<file path="config.mk">
export PLATFORM = sky130hd
export DESIGN_NAME = data_mem_arbiter
export DESIGN_NICKNAME = d
export VERILOG_FILES = /design/src/rtl/data_mem_arbiter.sv
export SDC_FILE = /design/constraint.sdc
export NUM_CORES = 1
export LEC_CHECK = 0
export CORE_MARGIN = 2
export CORE_UTILIZATION = 40
export CTS_CLUSTER_DIAMETER = 100
export DETAILED_ROUTE_END_ITERATION = 6
export GPL_TIMING_DRIVEN = 0
export PLACE_DENSITY = 0.79
export SLEW_MARGIN = 25
export SYNTH_ARGS = -nofsm -noshare
export SYNTH_HDL_FRONTEND = slang
export SYNTH_SLANG_ARGS = --single-unit
</file>
<file path="constraint.sdc">
create_clock -name clk -period 4.9 [get_ports clk]
set_clock_uncertainty 0.2 [all_clocks]
set_input_delay 0.49 -clock clk [delete_from_list [all_inputs] [get_ports clk]]
set_output_delay 0.49 -clock clk [all_outputs]
set_load 0.005 [all_outputs]
</file>
<file path="src/rtl/data_mem_arbiter.sv">
// Two-port round-robin arbiter in front of a single-ported data memory.
// Each access runs IDLE -> ACCESS -> RESP, with a completion pulse in RESP.
module data_mem_arbiter #(
    parameter int DATA_W = 32,
    parameter int ADDR_W = 32,
    parameter int DEPTH  = 10
) (
    input  logic              clk,
    input  logic              reset,
    input  logic              a_req,
    input  logic              a_we,
    input  logic [ADDR_W-1:0] a_addr,
    input  logic [DATA_W-1:0] a_wdata,
    output logic              a_done,
    output logic              a_err,
    output logic [DATA_W-1:0] a_rdata,
    input  logic              b_req,
    input  logic              b_we,
    input  logic [ADDR_W-1:0] b_addr,
    input  logic [DATA_W-1:0] b_wdata,
    output logic              b_done,
    output logic              b_err,
    output logic [DATA_W-1:0] b_rdata,
    output logic [ADDR_W-1:0] mem_addr,
    output logic              mem_read,
    output logic              mem_write,
    output logic [DATA_W-1:0] mem_wdata,
    input  logic [DATA_W-1:0] mem_rdata,
    output logic              busy
);

    localparam logic [1:0] IDLE   = 2'd0;
    localparam logic [1:0] ACCESS = 2'd1;
    localparam logic [1:0] RESP   = 2'd2;

    localparam logic [ADDR_W-1:0] DEPTH_W = ADDR_W'(DEPTH);

    logic [1:0]        state_reg;
    logic              sel_b_reg;
    logic              we_reg;
    logic              err_reg;
    logic              last_b_reg;
    logic [ADDR_W-1:0] addr_reg;
    logic [DATA_W-1:0] wdata_reg;
    logic [DATA_W-1:0] a_rdata_reg;
    logic [DATA_W-1:0] b_rdata_reg;

    logic grant_b;
    logic in_range;
    logic in_access;
    logic in_resp;

    // B wins only if A is idle or A was the one served last.
    assign grant_b   = b_req & (~a_req | ~last_b_reg);
    assign in_range  = addr_reg < DEPTH_W;
    assign in_access = (state_reg == ACCESS);
    assign in_resp   = (state_reg == RESP);

    always_ff @(posedge clk or negedge reset) begin
        if (!reset) begin
            state_reg   <= IDLE;
            sel_b_reg   <= 1'b0;
            we_reg      <= 1'b0;
            err_reg     <= 1'b0;
            last_b_reg  <= 1'b1;
            addr_reg    <= '0;
            wdata_reg   <= '0;
            a_rdata_reg <= '0;
            b_rdata_reg <= '0;
        end else begin
            case (state_reg)
                IDLE: begin
                    if (a_req | b_req) begin
                        state_reg <= ACCESS;
                        sel_b_reg <= grant_b;
                        we_reg    <= grant_b ? b_we    : a_we;
                        addr_reg  <= grant_b ? b_addr  : a_addr;
                        wdata_reg <= grant_b ? b_wdata : a_wdata;
                    end
                end
                ACCESS: begin
                    state_reg  <= RESP;
                    err_reg    <= ~in_range;
                    last_b_reg <= sel_b_reg;
                    // An out-of-range read returns zero rather than stale data.
                    if (!we_reg) begin
                        if (sel_b_reg) b_rdata_reg <= in_range ? mem_rdata : '0;
                        else           a_rdata_reg <= in_range ? mem_rdata : '0;
                    end
                end
                RESP:    state_reg <= IDLE;
                default: state_reg <= IDLE;
            endcase
        end
    end

    assign busy      = (state_reg != IDLE);
    assign mem_read  = in_access & ~we_reg & in_range;
    assign mem_write = in_access &  we_reg & in_range;
    assign mem_addr  = addr_reg;
    assign mem_wdata = wdata_reg;

    assign a_done  = in_resp & ~sel_b_reg;
    assign b_done  = in_resp &  sel_b_reg;
    assign a_err   = a_done & err_reg;
    assign b_err   = b_done & err_reg;
    assign a_rdata = a_rdata_reg;
    assign b_rdata = b_rdata_reg;

endmodule

</file>
**Word-level counts from Yosys, hierarchy flattened**

Index checks and enable logic that the tools add are counted.

- Input port bits: 166
- Bits in registers: 134
- Logic and storage cells: 40
- Output and inout port bits: 135

- Reduce and logical (&&, ||, !) cells: 5
- Bitwise gates (word level): 16
- Magnitude comparators: 1
- Equal/unequal tests: 3
- Multiplexer cells: 6

Operator list:

| kind | count |
|---|---|
| 2-to-1 mux 32 bit | 3 |
| less-than comparator 32 x 4 -> 1 bit, second input constant | 1 |
| bitwise AND 1 bit | 9 |
| AND reduction 3 bit | 2 |
| inverter 1 bit | 5 |
| case mux 2 bit (2 select lines) | 1 |
| == test 2 x 1 -> 1 bit, second input constant | 1 |
| == test 2 bit, second input constant | 1 |
| logical NOT 2 bit | 1 |
| 2-to-1 mux 2 bit | 1 |
| != test 2 bit, second input constant | 1 |
| bitwise OR 1 bit | 2 |
| AND reduction 2 bit | 1 |
| nonzero test 2 bit | 1 |
| 2-to-1 mux 1 bit | 1 |

**Logic depth before layout (Yosys ltp)**

- Depth after elaboration: 4
- Gate-level depth with buffers: 5

**Least setup slack after synthesis**

Ideal clock, no wire load.

- Path type: register to output
- Start point: reg addr_reg[28], in the netlist mem_addr[28]
- End point: out mem_read
- Data required time: 4.210 ns
- Cell stages (with the launch flop): 6
- Data arrival time: 1.451 ns
- Buffers on the path: 2
- Path slack: 2.759 ns
- Cells stage by stage: dfrtp_1 > nor4_1 > nand4_1 > buf_2 > buf_2 > nor4_1

- Longest elaborated chain between the ends: 2

Ends and longest elaborated chain:

| what | RTL line | source |
|---|---|---|
| from (decl) | 43 | `logic [ADDR_W-1:0] addr_reg;` |
| from (signal assigned) | 77 | `addr_reg <= grant_b ? b_addr : a_addr;` |
| less-than comparator 32 x 4 -> 1 bit | 55 | `assign in_range = addr_reg < DEPTH_W;` |
| bitwise AND 1 bit | 98 | `assign mem_read = in_access & ~we_reg & in_range;` |
| to (decl) | 25 | `output logic mem_read,` |

No other way between the ends.

**Final worst setup path**

Ends and elaborated chain as after synthesis.

==> run metrics <==
Post-Synth Adder-Cell Area 0; vias post-DR 5383; crit path DAT about 3 ns; diode count 0; die area 17000 µm²; critical path's slowest cell clkdlybuf4s50_1; largest net degree at the start of global routing 69; Worst-Skew Late Latency about 0.41 ns; antenna-violating nets left 0; endpoint class of the critical path primary output; Fill cells 1256; final wirelength between 15 and 20 mm; global placer's final weighted congestion 0.792; post-synthesis sequential area ratio 0.526; fin util 0.654; HP Class reg -> reg; Final setup viols 0; Initial DRC Count between 200 and 300; clock slew at reported path FFs ~0.06 ns; first-pass GRT wire length between 20 and 30 mm; Boundary Pins between 300 and 400; switching share of total power 0.299; Row Count 46; CP Buf/Inv Count 3; Tmin final 3.68 ns; Placeable Area 15700 µm²; initial core utilization 0.406; Overall Power 5.62 mW; crit path cell chain nor4_1, nand4_1, buf_2, buf_2, nor4_1, clkdlybuf4s50_1; switching pwr 1.68 mW; Compound-Gate Fraction of Synth Area 0.0998; Multi-input gate area 2790 µm²; max-capacitance violation count 0; largest family of logic cells by synthesized area multiplexers; die height roughly 130 µm; VDD IR max 280 µV; outcome complete, no violations; critical path launch point mem_addr[28]; Comb pwr share 0.432; startpoint types flip-flop; DRC Markers 0; HPWL after detailed placement 14.6 mm; synthesized area 6380 µm²; Critical Path Fanout Max 10; Max Buffers Root-to-Sink 2; Leak 4.08 nW; Sequential Power Share 0.349; critical path class reg -> out; nets@finish 1019; Synth Area in XOR/XNOR 0; Yosys warning total 0; IO Port Bufs 300; average wire per standard cell 17.5 µm; CP top delay family buffers and inverters; routed vias/inst 4.98; post-synthesis mux area share 0.233; vias in the first global route 5581; hold_sp a_rdata[3]; syn nets 698; Hold Vio Cnt, Final 0; overall routing resource usage 0.229; Worst-Margin Slew 0.737 ns; fin crit share 0.752; Sink Count 134; RSZ-0062 raised after global routing false; P_int 3.93 mW; Slew HR 0.509; FF+latch count, synth 134; Post-CTS Setup Inserts 0; Pwr Density 547 nW/µm²; H-tree levels 4; final setup TNS 0 ns; Worst path max stage delay 0.60 ns; Syn Inst Count between 500 and 600; sequential cell area 3350 µm²; share of layout cells above drive strength 1 0.262; post-synthesis simple-gate area fraction 0.104; CTS tree done; die width around 130 µm; share of total power in the clock network 0.219; Final Slew Violations 0; fmax 0.271 GHz; fin cells 1082; Yosys cell types 28; area growth from synthesis to layout 61.1%; Syn Area/Cell 12.0 µm²; grt ovf 0; Worst R2R Start mem_addr[28]; DRT Pass-1 Iters 4; Worst EP required approximately 4.2 ns; root buf cell clkbuf_16; placed cell count 1049; commonest non-fill, non-tap cell in the layout clkdlybuf4s50_1; initial antenna violation count 0; commonest cells after routing, fill and taps aside 299 x clkdlybuf4s50_1, 133 x dfrtp_1, 132 x mux2_2; cts bufs inserted 17
==> routing by layer <==
metal  vias up  track usage  share of wire
met4         0       0.0772          0.018
met5         -            0              0
li1       2524            -              -
met3        23       0.0709          0.069
met1      2637        0.280           0.40
met2       199        0.387           0.51
==> worst paths after layout <==
check / end / slack, ns / cells past startpoint
setup / recovery: mem_read / 1.22 / 6
hold / removal: a_rdata[3] / 0.28 / 2
setup reg to reg: a_rdata[26] / 2.63 / 5
hold reg to reg: a_rdata[3] / 0.28 / 2
max in group asynchronous: mem_addr[25] / 3.36 / 3
min in group asynchronous: mem_wdata[16] / 0.41 / 2
==> cell type report <==
type / count / share of cell area
Timing Repair Buffer: 302 / 0.296
Inverter: 1 / 0.000365
Sequential cell: 134 / 0.327
Tap cell: 216 / 0.0263
Clock inverter: 11 / 0.00962
Buffer: 43 / 0.0229
Multi-Input combinational cell: 354 / 0.271
Clock buffer: 21 / 0.0468
==> synth_stat cells <==
| master | n | area (µm²) |
|---|---|---|
| dfrtp_1 | 133 | 3330 |
| mux2_2 | 132 | 1490 |
| nand2_1 | 130 | 488 |
| o31ai_1 | 37 | 278 |
| o31ai_2 | 27 | 338 |
| buf_2 | 20 | 100 |
| clkbuf_1 | 13 | 48.8 |
| nor4_1 | 8 | 50.1 |
| buf_4 | 7 | 52.6 |
| buf_6 | 3 | 33.8 |
| nand2b_1 | 2 | 12.5 |
| nand4_1 | 2 | 12.5 |
| nor2_1 | 2 | 7.51 |
| nor2b_1 | 2 | 12.5 |
| a21boi_1 | 1 | 7.51 |
| and2_1 | 1 | 6.26 |
| and3_1 | 1 | 6.26 |
| and4bb_2 | 1 | 12.5 |
| dfstp_2 | 1 | 26.3 |
| inv_1 | 1 | 3.75 |
| nand4bb_1 | 1 | 11.3 |
| nor2_2 | 1 | 6.26 |
| nor3_1 | 1 | 5.00 |
| nor4b_2 | 1 | 15.0 |
| o21ai_0 | 1 | 5.00 |
| o31a_1 | 1 | 8.76 |
| or2_1 | 1 | 6.26 |
| or4b_1 | 1 | 10.0 |
==> power by group through the flow <==
| stage | clock network [mW] | registers [mW] | logic [mW] |
|---|---|---|---|
| 5_1_grt | 1.31 | 2.03 | 2.62 |
| 3_5_place_dp | 0 | 1.98 | 2.45 |
| 6_report | 1.23 | 1.96 | 2.43 |
| 4_1_cts | 1.25 | 1.96 | 2.46 |
| 2_1_floorplan | 0 | 1.96 | 0.973 |
| 3_3_place_gp | 0 | 1.96 | 2.42 |
==> through the flow <==
| stage | instance area [µm²] | setup slack, ns | hold slack, ns |
|---|---|---|---|
| final | 10300 | 1.22 | 0.276 |
| after global routing | 10300 | 1.01 | 0.299 |
| after CTS | 10300 | 1.14 | 0.279 |
| after detailed placement | 9680 | 1.61 | 0.267 |
| after global placement | 9650 | -2.28 | 0.258 |
| after floorplan | 6380 | 2.76 | -0.00559 |
==> cell families after synthesis <==
family | after synthesis
multiplexers | 132
flip-flops | 134
AND/OR/NAND/NOR | 155
AO/OA/AOI/OAI | 67
buffers and inverters | 44
==> worst min-delay path, delay by kind of cell, from the launching register on <==
kind	cells	cell delay [ns]
flops	1	0.34
compound gates	1	0.05
simple gates	1	0.05
==> repair_timing <==
item | 4_1_cts | 5_1_grt
endpoints found under the hold margin | 67 | 0
resized for setup | 0 | 0
hold buffers | 1 | 0
No activity file was read; power rests on OpenSTA's default activity.
